### src/rtl/core_controller_if.sv
// rtl/core_controller_if.sv - signal bundle between decode/LSU/PC-CSR logic and core_controller (irq_i under CORE_CONTROLLER_IRQ_EN)
interface core_controller_if #(
    parameter int ADDR_WIDTH = 32,
    parameter int CNT_WIDTH  = 4
);
    logic                  inst_valid_i;
    logic                  jump_inst_i;
    logic                  branch_inst_i;
    logic                  ecall_inst_i;
    logic                  ebreak_inst_i;
    logic                  mret_inst_i;
    logic                  illegal_inst_i;
    logic                  lsu_en_i;
    logic                  lsu_done_i;
    logic                  lsu_err_i;
    logic                  md_en_i;
    logic                  md_done_i;
    logic                  comp_result_i;
    logic [ADDR_WIDTH-1:0] mtvec_i;
    logic                  resume_i;
`ifdef CORE_CONTROLLER_IRQ_EN
    logic                  irq_i;
`endif
    logic [CNT_WIDTH-1:0]  cycle_counter_o;
    logic                  deassert_wen_n_o;
    logic                  retire_o;
    logic                  save_epc_o;
    logic                  mret_o;
    logic [ADDR_WIDTH-1:0] exc_pc_o;
    logic                  target_valid_o;
    logic [3:0]            mcause_o;
    logic                  halted_o;

    modport slave (
`ifdef CORE_CONTROLLER_IRQ_EN
        input  irq_i,
`endif
        input  inst_valid_i, jump_inst_i, branch_inst_i, ecall_inst_i, ebreak_inst_i,
               mret_inst_i, illegal_inst_i, lsu_en_i, lsu_done_i, lsu_err_i,
               md_en_i, md_done_i, comp_result_i, mtvec_i, resume_i,
        output cycle_counter_o, deassert_wen_n_o, retire_o, save_epc_o, mret_o,
               exc_pc_o, target_valid_o, mcause_o, halted_o
    );

    modport master (
`ifdef CORE_CONTROLLER_IRQ_EN
        output irq_i,
`endif
        output inst_valid_i, jump_inst_i, branch_inst_i, ecall_inst_i, ebreak_inst_i,
               mret_inst_i, illegal_inst_i, lsu_en_i, lsu_done_i, lsu_err_i,
               md_en_i, md_done_i, comp_result_i, mtvec_i, resume_i,
        input  cycle_counter_o, deassert_wen_n_o, retire_o, save_epc_o, mret_o,
               exc_pc_o, target_valid_o, mcause_o, halted_o
    );
endinterface

### src/rtl/core_controller.sv
// rtl/core_controller.sv - instruction sequencing FSM: redirects, LSU/MD waits, traps, mret, ebreak halt
// Optional interrupt entry from IDLE enabled by CORE_CONTROLLER_IRQ_EN.
module core_controller #(
    parameter int ADDR_WIDTH  = 32,
    parameter int CNT_WIDTH   = 4,
    parameter int LSU_TIMEOUT = 15,
    parameter int VECTORED    = 0
) (
    input logic              clk,
    input logic              rst_n,
    core_controller_if.slave ctrl
);
    localparam logic [2:0] ST_IDLE     = 3'd0;
    localparam logic [2:0] ST_LSU_WAIT = 3'd1;
    localparam logic [2:0] ST_MD_WAIT  = 3'd2;
    localparam logic [2:0] ST_REDIRECT = 3'd3;
    localparam logic [2:0] ST_HALT     = 3'd4;

    localparam logic [3:0] CAUSE_ILLEGAL   = 4'd2;
    localparam logic [3:0] CAUSE_LSU_FAULT = 4'd5;
    localparam logic [3:0] CAUSE_ECALL     = 4'd11;

    localparam logic [31:0] LSU_TIMEOUT_U = 32'(LSU_TIMEOUT);

    logic [2:0]            state_q, state_d;
    logic [CNT_WIDTH-1:0]  cnt_q, cnt_d;
    logic [3:0]            mcause_q, mcause_d;
    logic                  trap;
    logic [3:0]            trap_cause;
    logic                  lsu_timeout;
    logic [ADDR_WIDTH-1:0] trap_base;

    assign lsu_timeout = (LSU_TIMEOUT != 0) && (32'(cnt_q) == LSU_TIMEOUT_U);
    assign trap_base   = ctrl.mtvec_i & ~ADDR_WIDTH'(3);

    always_comb begin
        state_d               = state_q;
        mcause_d              = mcause_q;
        trap                  = 1'b0;
        trap_cause            = '0;
        ctrl.deassert_wen_n_o = 1'b0;
        ctrl.retire_o         = 1'b0;
        ctrl.save_epc_o       = 1'b0;
        ctrl.mret_o           = 1'b0;
        ctrl.target_valid_o   = 1'b0;
        ctrl.exc_pc_o         = '0;
        ctrl.halted_o         = 1'b0;

        case (state_q)
            ST_HALT: begin
                ctrl.halted_o = 1'b1;
                if (ctrl.resume_i) state_d = ST_IDLE;
            end
            ST_IDLE: if (ctrl.inst_valid_i) begin
                ctrl.deassert_wen_n_o = 1'b1;
                ctrl.retire_o         = 1'b1;
`ifdef CORE_CONTROLLER_IRQ_EN
                if (ctrl.irq_i) begin
                    trap          = 1'b1;
                    trap_cause    = CAUSE_ECALL;
                    ctrl.retire_o = 1'b0;
                end else
`endif
                if (ctrl.illegal_inst_i) begin
                    trap          = 1'b1;
                    trap_cause    = CAUSE_ILLEGAL;
                    ctrl.retire_o = 1'b0;
                end else if (ctrl.ecall_inst_i) begin
                    trap       = 1'b1;
                    trap_cause = CAUSE_ECALL;
                end else if (ctrl.ebreak_inst_i) begin
                    ctrl.deassert_wen_n_o = 1'b0;
                    ctrl.retire_o         = 1'b0;
                    state_d               = ST_HALT;
                end else if (ctrl.mret_inst_i) begin
                    ctrl.mret_o         = 1'b1;
                    ctrl.target_valid_o = 1'b1;
                end else if (ctrl.lsu_en_i) begin
                    ctrl.deassert_wen_n_o = 1'b0;
                    ctrl.retire_o         = 1'b0;
                    state_d               = ST_LSU_WAIT;
                end else if (ctrl.md_en_i) begin
                    ctrl.deassert_wen_n_o = 1'b0;
                    ctrl.retire_o         = 1'b0;
                    state_d               = ST_MD_WAIT;
                end else if (ctrl.jump_inst_i || (ctrl.branch_inst_i && ctrl.comp_result_i)) begin
                    ctrl.retire_o = 1'b0;
                    state_d       = ST_REDIRECT;
                end
            end
            // A bus error beats a simultaneous completion: the load data is not trustworthy.
            ST_LSU_WAIT: if (ctrl.inst_valid_i) begin
                if (ctrl.lsu_err_i || lsu_timeout) begin
                    trap       = 1'b1;
                    trap_cause = CAUSE_LSU_FAULT;
                    state_d    = ST_IDLE;
                end else if (ctrl.lsu_done_i) begin
                    ctrl.deassert_wen_n_o = 1'b1;
                    ctrl.retire_o         = 1'b1;
                    state_d               = ST_IDLE;
                end
            end
            ST_MD_WAIT: if (ctrl.inst_valid_i && ctrl.md_done_i) begin
                ctrl.deassert_wen_n_o = 1'b1;
                ctrl.retire_o         = 1'b1;
                state_d               = ST_IDLE;
            end
            ST_REDIRECT: if (ctrl.inst_valid_i) begin
                ctrl.deassert_wen_n_o = 1'b1;
                ctrl.retire_o         = 1'b1;
                ctrl.target_valid_o   = 1'b1;
                state_d               = ST_IDLE;
            end
            default: state_d = ST_IDLE;
        endcase

        if (trap) begin
            ctrl.deassert_wen_n_o = 1'b0;
            ctrl.save_epc_o       = 1'b1;
            ctrl.target_valid_o   = 1'b1;
            ctrl.exc_pc_o         = trap_base +
                ((VECTORED != 0) ? ADDR_WIDTH'({trap_cause, 2'b00}) : '0);
            mcause_d              = trap_cause;
        end
    end

    always_comb begin
        if (state_d == ST_IDLE || state_d != state_q) cnt_d = '0;
        else if (&cnt_q)                              cnt_d = cnt_q;
        else                                          cnt_d = cnt_q + 1'b1;
    end

    always_ff @(posedge clk or negedge rst_n) begin
        if (!rst_n) begin
            state_q  <= ST_IDLE;
            cnt_q    <= '0;
            mcause_q <= '0;
        end else begin
            state_q  <= state_d;
            cnt_q    <= cnt_d;
            mcause_q <= mcause_d;
        end
    end

    assign ctrl.cycle_counter_o = cnt_q;
    assign ctrl.mcause_o        = mcause_q;
endmodule

### src/flat_wrapper.sv
// flat-port wrapper written by rule: the top's interface ports become plain ports
module core_controller_flat 
#(
    parameter int ADDR_WIDTH  = 32,
    parameter int CNT_WIDTH   = 4,
    parameter int LSU_TIMEOUT = 15,
    parameter int VECTORED    = 0
)
  (clk, rst_n, ctrl_inst_valid_i, ctrl_jump_inst_i, ctrl_branch_inst_i, ctrl_ecall_inst_i, ctrl_ebreak_inst_i, ctrl_mret_inst_i, ctrl_illegal_inst_i, ctrl_lsu_en_i, ctrl_lsu_done_i, ctrl_lsu_err_i, ctrl_md_en_i, ctrl_md_done_i, ctrl_comp_result_i, ctrl_mtvec_i, ctrl_resume_i, ctrl_cycle_counter_o, ctrl_deassert_wen_n_o, ctrl_retire_o, ctrl_save_epc_o, ctrl_mret_o, ctrl_exc_pc_o, ctrl_target_valid_o, ctrl_mcause_o, ctrl_halted_o);
  core_controller_if #(.ADDR_WIDTH(ADDR_WIDTH), .CNT_WIDTH(CNT_WIDTH)) ctrl_i ();
  input logic clk;
  input logic rst_n;
  input wire logic [$bits(ctrl_i.inst_valid_i)-1:0] ctrl_inst_valid_i;
  input wire logic [$bits(ctrl_i.jump_inst_i)-1:0] ctrl_jump_inst_i;
  input wire logic [$bits(ctrl_i.branch_inst_i)-1:0] ctrl_branch_inst_i;
  input wire logic [$bits(ctrl_i.ecall_inst_i)-1:0] ctrl_ecall_inst_i;
  input wire logic [$bits(ctrl_i.ebreak_inst_i)-1:0] ctrl_ebreak_inst_i;
  input wire logic [$bits(ctrl_i.mret_inst_i)-1:0] ctrl_mret_inst_i;
  input wire logic [$bits(ctrl_i.illegal_inst_i)-1:0] ctrl_illegal_inst_i;
  input wire logic [$bits(ctrl_i.lsu_en_i)-1:0] ctrl_lsu_en_i;
  input wire logic [$bits(ctrl_i.lsu_done_i)-1:0] ctrl_lsu_done_i;
  input wire logic [$bits(ctrl_i.lsu_err_i)-1:0] ctrl_lsu_err_i;
  input wire logic [$bits(ctrl_i.md_en_i)-1:0] ctrl_md_en_i;
  input wire logic [$bits(ctrl_i.md_done_i)-1:0] ctrl_md_done_i;
  input wire logic [$bits(ctrl_i.comp_result_i)-1:0] ctrl_comp_result_i;
  input wire logic [$bits(ctrl_i.mtvec_i)-1:0] ctrl_mtvec_i;
  input wire logic [$bits(ctrl_i.resume_i)-1:0] ctrl_resume_i;
  output wire logic [$bits(ctrl_i.cycle_counter_o)-1:0] ctrl_cycle_counter_o;
  output wire logic [$bits(ctrl_i.deassert_wen_n_o)-1:0] ctrl_deassert_wen_n_o;
  output wire logic [$bits(ctrl_i.retire_o)-1:0] ctrl_retire_o;
  output wire logic [$bits(ctrl_i.save_epc_o)-1:0] ctrl_save_epc_o;
  output wire logic [$bits(ctrl_i.mret_o)-1:0] ctrl_mret_o;
  output wire logic [$bits(ctrl_i.exc_pc_o)-1:0] ctrl_exc_pc_o;
  output wire logic [$bits(ctrl_i.target_valid_o)-1:0] ctrl_target_valid_o;
  output wire logic [$bits(ctrl_i.mcause_o)-1:0] ctrl_mcause_o;
  output wire logic [$bits(ctrl_i.halted_o)-1:0] ctrl_halted_o;
  assign ctrl_i.inst_valid_i = ctrl_inst_valid_i;
  assign ctrl_i.jump_inst_i = ctrl_jump_inst_i;
  assign ctrl_i.branch_inst_i = ctrl_branch_inst_i;
  assign ctrl_i.ecall_inst_i = ctrl_ecall_inst_i;
  assign ctrl_i.ebreak_inst_i = ctrl_ebreak_inst_i;
  assign ctrl_i.mret_inst_i = ctrl_mret_inst_i;
  assign ctrl_i.illegal_inst_i = ctrl_illegal_inst_i;
  assign ctrl_i.lsu_en_i = ctrl_lsu_en_i;
  assign ctrl_i.lsu_done_i = ctrl_lsu_done_i;
  assign ctrl_i.lsu_err_i = ctrl_lsu_err_i;
  assign ctrl_i.md_en_i = ctrl_md_en_i;
  assign ctrl_i.md_done_i = ctrl_md_done_i;
  assign ctrl_i.comp_result_i = ctrl_comp_result_i;
  assign ctrl_i.mtvec_i = ctrl_mtvec_i;
  assign ctrl_i.resume_i = ctrl_resume_i;
  assign ctrl_cycle_counter_o = ctrl_i.cycle_counter_o;
  assign ctrl_deassert_wen_n_o = ctrl_i.deassert_wen_n_o;
  assign ctrl_retire_o = ctrl_i.retire_o;
  assign ctrl_save_epc_o = ctrl_i.save_epc_o;
  assign ctrl_mret_o = ctrl_i.mret_o;
  assign ctrl_exc_pc_o = ctrl_i.exc_pc_o;
  assign ctrl_target_valid_o = ctrl_i.target_valid_o;
  assign ctrl_mcause_o = ctrl_i.mcause_o;
  assign ctrl_halted_o = ctrl_i.halted_o;
  core_controller #(.ADDR_WIDTH(ADDR_WIDTH), .CNT_WIDTH(CNT_WIDTH), .LSU_TIMEOUT(LSU_TIMEOUT), .VECTORED(VECTORED)) u_core (.clk(clk), .rst_n(rst_n), .ctrl(ctrl_i));
endmodule
### config.mk
export PLATFORM = sky130hd
export DESIGN_NAME = core_controller_flat
export DESIGN_NICKNAME = d
export VERILOG_FILES = /design/src/rtl/core_controller_if.sv /design/src/rtl/core_controller.sv /design/src/flat_wrapper.sv
export SDC_FILE = /design/constraint.sdc
export NUM_CORES = 1
export LEC_CHECK = 0
export ABC_AREA = 1
export CAP_MARGIN = 40
export CORE_MARGIN = 2
export CORE_UTILIZATION = 61
export DETAILED_ROUTE_END_ITERATION = 6
export DONT_BUFFER_PORTS = 1
export PLACE_DENSITY = 0.84
export SYNTH_ARGS = -nofsm -noshare
export SYNTH_HDL_FRONTEND = slang
export SYNTH_SLANG_ARGS = --single-unit
### constraint.sdc
create_clock -name clk -period 2.1 [get_ports clk]
set_input_delay 0.315 -clock clk [delete_from_list [all_inputs] [get_ports clk]]
set_output_delay 0.315 -clock clk [all_outputs]
set_load 0.05 [all_outputs]
==> summary.md, run 1 <==
| Metric | Value |
|---|---|
| Outcome | did not finish |
| Failed at | 3_5_place_dp |
| Log Error | [ERROR DPL-0038] Utilization greater than 100%, impossible to legalize |
| Post-Synthesis Cells | between 150 and 200 |
| Library cells used by synthesis | 24 |
| FF+latch count, synth | 11 |
| Die Span Y | 45.4 um |
| Warnings, synthesis | 0 |
| Initial Utilization | roughly 67% |
| Sequential area share after synthesis | 26.3% |
| Io pins | 94 |
| Die Span X | roughly 45 um |
| Synthesized cell area | 1040 um^2 |
| PortBufs | 0 |
| Num rows | 14 |
| Final GP Congestion | 0.819 |
| Synth Area per Inst | roughly 6 um^2 |
[cell usage after synthesis]
cell	instances	area share, %
inv_1	49	18
nor2_1	46	17
nand2_1	21	7.5
nand3_1	12	5.7
dfrtp_1	11	26
a21oi_1	6	2.9
nor2_2	6	3.6
o21ai_0	6	2.9
buf_6	3	3.2
buf_4	2	1.4
nand2_2	2	1.2
nand4_1	2	1.2
nor3_1	2	0.96
a31oi_1	1	0.60
and2_1	1	0.60
conb_1	1	0.36
ha_1	1	1.2
inv_2	1	0.36
mux2i_1	1	0.96
nand3_2	1	0.96
nor3b_4	1	1.8
nor4_1	1	0.60
or2_2	1	0.60
xnor2_1	1	0.84
[metrics by stage]
step / area, um^2 / setup TNS (ns)
3_3_place_gp: 1970 / 0
2_1_floorplan: 1300 / -14.27
[kinds of logic after synthesis]
kind of cell | synth area share, %
buffers and inverters | 22.6
flip-flops | 26.3
multiplexers | 0.958
AND/OR/NAND/NOR | 41.3
AO/OA/AOI/OAI | 6.35
other | 0.359
XOR/XNOR | 0.838
adder cells (fa/ha/maj) | 1.20
==> run 2: changes to the inputs <==
--- a/config.mk
+++ b/config.mk
@@ -7,11 +7,11 @@
 export LEC_CHECK = 0
 export ABC_AREA = 1
 export CAP_MARGIN = 40
-export CORE_MARGIN = 2
-export CORE_UTILIZATION = 61
+export CORE_AREA = 2 2 63 65
 export DETAILED_ROUTE_END_ITERATION = 6
+export DIE_AREA = 0 0 65 67
 export DONT_BUFFER_PORTS = 1
-export PLACE_DENSITY = 0.84
+export PLACE_DENSITY_LB_ADDON = 0.15
 export SYNTH_ARGS = -nofsm -noshare
 export SYNTH_HDL_FRONTEND = slang
 export SYNTH_SLANG_ARGS = --single-unit
==> run 2 against run 1 <==
Compared with the run above: the flow now finishes without violations; synthesized cell count unchanged; area after synthesis unchanged.
==> summary.md, run 2 <==
| Metric | Value |
|---|---|
| Asr flop ratio synth | 100% |
| Share of layout cells above drive strength 1 | 43.0% |
| Pins Over Slew Limit | 0 |
| Outcome | completed |
| Iter 0 DRT Violations | 28 |
| Residual DRC | 0 |
| Top post-synthesis cells by area | dfrtp_1, inv_1, nor2_1 |
| Total wire length | 3530 um |
| Setup crit end kind | output pin |
| Combinational power share | between 50 and 60% |
| Switching pwr | approximately 560 uW |
| Post-Synthesis Cells | ~180 |
| Clock power frac | 16.5% |
| CTS Buffer Depth | 2 |
| Pint | 656 uW |
| Worst hold-check path type | primary input to register |
| Synth Area per Inst | 5.84 um^2 |
| Initial Utilization | approximately 29% |
| Number of antenna diodes | 0 |
| Routed vias | 1251 |
| Reg2Reg Depth | 9 |
| Final GP Congestion | 0.783 |
| CTS Buf Count | 3 |
| Die Span Y | 67 um |
| Clock Sink Count | 11 |
| Final setup TNS | 0 ns |
| WHS Endpoint | u_core.ctrl.mcause_o[0]$_DFFE_PN0P_ |
| Clock latency at the later pin of the worst-skew pair | ~0.23 ns |
| Number of max-cap violations | 0 |
| Clock Skew | 0.00410 ns |
| Number of fill cells | 313 |
| Count leader, synth | inv_1 |
| Mean routed wirelength per cell | 12.7 um |
| Post-synth EDFFs | 0 |
| Core box area | approximately 3600 um^2 |
| Hold depth | 2 |
| Final Hold Viols | 0 |
| Pwr per Cell Area | 556 nW/um^2 |
| R2R Setup Slk | about 0.45 ns |
| Crit path cell chain | ha_4, nand3_4, nand2_4, nor2_2, nor3b_4, inv_4, clkbuf_16, nor2_4, buf_12 |
| RSZ-0062 raised after global routing | true |
| CTS tree | done |
| Warnings, synthesis | 0 |
| Total GRT Usage | 15.9% |
| Worst-path clk slew | 0.05 ns |
| Commonest non-fill, non-tap cell in the layout | inv_1 |
| Total placed instance area | 2020 um^2 |
| Relative slew slack | roughly 66% |
| Sw Share | 46.1% |
| Antenna violation net count after detailed routing | 0 |
| Htree depth | 1 |
| Most frequent cells in the layout | inv_1, buf_12, nor2_4, nand2_1, nor2_1 |
| Largest net degree at the start of global routing | 21 |
| Worst R2R Start | u_core.state_q[0]$_DFF_PN0_ |
| Syn-to-layout area delta | 110% |
| Fin nets | 280 |
| FF+latch count, synth | 11 |
| CP delay by family, top | simple AND/OR/NAND/NOR gates |
| Root buffer cell | clkbuf_8 |
| Synthesized cell area | roughly 1000 um^2 |
| Final Hold Slack | 0.269 ns |
| Vias per cell | 4.50 |
| Vias in the first global route | 1193 |
| Fmax | 0.487 GHz |
| Post-Place Setup Slack | 0.181 ns |
| Grt ovf | 0 |
| Leakage | between 0.001 and 0.0015 uW |
| Crit path time final | 2.05 ns |
| Slowest-stage cell, CP | dfrtp_2 |
| Most frequent cells after synthesis | inv_1, nor2_1, nand2_1 |
| Sequential Power Share | 25.5% |
| Die area | about 4400 um^2 |
| Top-area cell type share of the netlist area | 26.3% |
| Inst Count DP | 265 |
| Final Worst Setup Slack | 0.0452 ns |
| Initial antenna violation count | 0 |
| First-pass GRT wire length | 5590 um |
| Sequential area share after synthesis | around a quarter |
| Crit Reg-Reg Endpoint | u_core.ctrl.cycle_counter_o[0]$_DFFE_PN0P_ |
| Max VDD drop | 0.000573 V |
| Crit-path max FO | 9 |
| Hold path start | ctrl_ecall_inst_i |
| Primary FF master, synth | dfrtp_1 |
| PortBufs | 0 |
| TritonRoute pass-1 iters | 4 |
| DP HPWL | 3000 um |
| Fin crit share | 97.8% |
| Io pins | 94 |
| Crit Path Category | register to output pin |
| Buf/Inv on CP | 3 |
| Leading area contributor after synthesis | dfrtp_1 |
| WP data required | 1.78 ns |
| Measured slew at the worst slew-check pin | 0.509 ns |
| Num rows | 22 |
| Library cells used by synthesis | 24 |
| Worst path max stage delay | 0.38 ns |
| Number of non-filler instances in the completed layout | 278 |
| Arr. time, crit path | 1.74 ns |
| Critical path launch point type | register |
| Setup-failing EPs final | 0 |
| Cell area after layout | roughly 2200 um^2 |
| Die Span X | 65 um |
run 2: cell counts after synthesis:
Identical to the previous run, type by type.
run 2: worst max-delay path by stage:
| stage | startpoint | end | slack, ns | cells after the start |
|---|---|---|---|---|
| finish | u_core.ctrl.cycle_counter_o[1]$_DFFE_PN0P_ | ctrl_exc_pc_o[21] | 0.05 | 9 |
| global route | u_core.ctrl.cycle_counter_o[1]$_DFFE_PN0P_ | ctrl_exc_pc_o[31] | -0.07 | 9 |
| CTS | u_core.ctrl.cycle_counter_o[1]$_DFFE_PN0P_ | ctrl_exc_pc_o[19] | -0.006 | 9 |
| detailed placement | u_core.ctrl.cycle_counter_o[1]$_DFFE_PN0P_ | ctrl_exc_pc_o[19] | 0.18 | 9 |
| global placement | u_core.ctrl.cycle_counter_o[1]$_DFFE_PN0P_ | ctrl_exc_pc_o[15] | 0.22 | 9 |
| floorplan | u_core.ctrl.cycle_counter_o[0]$_DFFE_PN0P_ | ctrl_exc_pc_o[10] | -0.47 | 8 |
run 2: through the flow:
stage	utilization, %	total power [uW]
6_report	60.8	1220
5_1_grt	60.8	1280
4_1_cts	57.9	1200
3_5_place_dp	56.0	985
3_3_place_gp	56.0	972
2_1_floorplan	-	729
run 2: power groups by stage:
stage	registers, uW	logic [uW]	clock network, uW
2_1_floorplan	321	408	0
3_3_place_gp	314	658	0
3_5_place_dp	315	670	0
4_1_cts	311	680	208
5_1_grt	315	743	218
6_report	311	705	201
run 2: routing by layer:
metal / track usage (%) / wire (um)
met5: 0 / 0
met4: 0.798 / 0
met3: 4.73 / 324
met2: 30.2 / 1840
met1: 18.4 / 1360
run 2: logic make-up after synthesis:
group	Yosys count	synth area share [%]
XOR/XNOR	1	0.838
adder cells (fa/ha/maj)	1	1.20
AND/OR/NAND/NOR	96	41.3
multiplexers	1	0.958
buffers and inverters	55	22.6
flip-flops	11	26.3
other	1	0.359
AO/OA/AOI/OAI	13	6.35
run 2: layout make-up:
class | count | area (um^2) | share of cell area [%]
multi-input combinational | 114 | 792 | 36.2
timing repair buffer | 51 | 825 | 37.6
sequential | 11 | 279 | 12.7
clock buffer | 4 | 45.0 | 2.06
tap | 48 | 60.1 | 2.74
inverter | 50 | 190 | 8.68
run 2: repair_timing:
action	CTS	global route
gates cloned	0	2
resized for setup	1	5
setup endpoints to repair	30	31
pin swaps	2	0
hold buffers	1	0
setup buffers	1	5
endpoints found under the hold margin	11	0
Note: power is estimated with default switching activity, not from simulation.
==> run 3: changes to the inputs <==
--- a/config.mk
+++ b/config.mk
@@ -12,6 +12,7 @@
 export DIE_AREA = 0 0 65 67
 export DONT_BUFFER_PORTS = 1
 export PLACE_DENSITY_LB_ADDON = 0.15
+export SKIP_LAST_GASP = 1
 export SYNTH_ARGS = -nofsm -noshare
 export SYNTH_HDL_FRONTEND = slang
 export SYNTH_SLANG_ARGS = --single-unit
==> run 3 against run 2 <==
Compared with the run above: sequential share of layout area is 0.22 points lower; die area is the same; register-to-register slack better by 0.02 ns; cell count increased by 0.72%; fmax shrank 1.3%; utilization increased by 1.1 points; global-route usage unchanged; first-iteration DRC count rose by 14%; critical endpoint is now ctrl_exc_pc_o[10]; critical path type unchanged; clock skew about the same; critical path depth did not move; design area rose by 1.8%.
==> summary.md, run 3 (synthesis results as in run 2) <==
| Metric | Value |
|---|---|
| Pins Over Slew Limit | 0 |
| TritonRoute pass-1 iters | 4 |
| Htree depth | 1 |
| Switching pwr | between 500 and 600 uW |
| Final Util | 61.8% |
| Die Span X | between 60 and 70 um |
| Mean routed wirelength per cell | 13.3 um |
| Fmax | 0.481 GHz |
| DP HPWL | 3000 um |
| Commonest non-fill, non-tap cell in the layout | inv_1 |
| R2R Setup Slk | 0.47 ns |
| Die Span Y | between 60 and 70 um |
| Residual DRC | 0 |
| Total placed instance area | 2020 um^2 |
| Number of antenna diodes | 0 |
| Crit path time final | 2.08 ns |
| Max VDD drop | 0.000575 V |
| Fin crit share | 99.1% |
| Routed vias | 1272 |
| Area of the multi-input gates | 795 um^2 |
| Clock power frac | between 10% and 20% |
| Num rows | 22 |
| Worst-path clk slew | around 0.05 ns |
| Cell area after layout | 2230 um^2 |
| Vias in the first global route | about 1200 |
| Combinational power share | 58.6% |
| Total wire length | 3720 um |
| RSZ-0062 raised after global routing | true |
| Most frequent cells in the layout | inv_1, buf_12, nor2_4, nand2_1, nor2_1 |
| Leakage | 0.00111 uW |
| Reg area | roughly 280 um^2 |
| Final Hold Viols | 0 |
| Initial Utilization | around 29% |
| Arr. time, crit path | 1.77 ns |
| Final Worst Setup Slack | 0.0190 ns |
| Outcome | completed |
| Sequential Power Share | 25.1% |
| Syn-to-layout area delta | 113% |
| Total GRT Usage | ~16% |
| Measured slew at the worst slew-check pin | 0.508 ns |
| Clock latency at the later pin of the worst-skew pair | 0.23 ns |
| Pint | 669 uW |
| Vias per cell | ~4.5 |
| Critical path launch point type | register |
| Io pins | 94 |
| WP data required | about 1.8 ns |
| Total power | 1240 uW |
| Final GP Congestion | 0.783 |
| Initial antenna violation count | 0 |
| Core box area | around 3600 um^2 |
| Post-Place Setup Slack | 0.181 ns |
| Final setup TNS | 0 ns |
| Iter 0 DRT Violations | 32 |
| Worst hold-check path type | primary input to register |
| Number of max-cap violations | 0 |
| Number of fill cells | 308 |
| Grt ovf | 0 |
| Largest net degree at the start of global routing | 21 |
| Fin nets | 282 |
| Clock Sink Count | 11 |
| Share of layout cells above drive strength 1 | 43.1% |
| First-pass GRT wire length | 5590 um |
| CTS Buffer Depth | 2 |
| Setup crit end kind | output pin |
| Setup-failing EPs final | 0 |
| Sw Share | 46.0% |
| Die area | 4360 um^2 |
| Crit-path max FO | 7 |
| CTS tree | done |
| Clock Skew | about 0.0041 ns |
| CTS Buf Count | 3 |
| Crit Path Category | register to output pin |
| Relative slew slack | 66.1% |
| Pwr per Cell Area | between 500 and 600 nW/um^2 |
| Root buffer cell | clkbuf_8 |
| PortBufs | 0 |
| Antenna violation net count after detailed routing | 0 |
[run 3: worst paths after layout]
kind,from,to,cells after the start
worst min register to register,u_core.state_q[2]$_DFF_PN0_,u_core.state_q[2]$_DFF_PN0_,1
worst max register to register,u_core.state_q[0]$_DFF_PN0_,u_core.ctrl.cycle_counter_o[0]$_DFFE_PN0P_,9
worst min-delay path,ctrl_ecall_inst_i,u_core.ctrl.mcause_o[0]$_DFFE_PN0P_,2
max in group asynchronous,rst_n,u_core.ctrl.cycle_counter_o[2]$_DFFE_PN0P_,1
worst max-delay path,u_core.ctrl.cycle_counter_o[1]$_DFFE_PN0P_,ctrl_exc_pc_o[10],9
min in group asynchronous,rst_n,u_core.state_q[0]$_DFF_PN0_,1
[run 3: routing by layer]
metal,track usage (%),share of wire [%]
met5,0,0
met4,0.798,0
met3,4.73,9.4
met2,30.2,53
met1,18.4,38
[run 3: critical path, stage by stage (launching register included)]
cell and delay (ns):
dfrtp_2 0.38, ha_4 0.15, nand3_4 0.08, nand2_4 0.08
nor2_2 0.04, nor3b_4 0.23, inv_4 0.12, buf_12 0.17
nor2_4 0.13, buf_12 0.14
[run 3: area by class of cell]
type                    count  area share [%]
repair buffers             53            38.6
multi-input cells         114            35.6
flip-flops and latches     11            12.5
inverters                  50            8.53
well taps                  48            2.69
clock buffers               4            2.02
[run 3: what timing repair did]
action	in CTS	in global routing
gates resized for setup	0	6
pin swaps	1	0
endpoints found under the setup margin	30	32
setup buffers	1	5
hold buffers	1	0
hold endpoints to repair	11	0
gates cloned	0	4
[run 3: metrics by stage]
stage	hold WS, ns	cells
floorplan	0.0194	180
global placement	0.0199	265
detailed placement	0.0199	265
CTS	0.274	271
global route	0.283	280
finish	0.269	280
[run 3: power by group through the flow]
stage	Combinational, uW	Clock (uW)	Sequential [uW]
2_1_floorplan	408	0	321
3_3_place_gp	658	0	314
3_5_place_dp	670	0	315
4_1_cts	680	208	311
5_1_grt	763	218	315
6_report	726	202	311
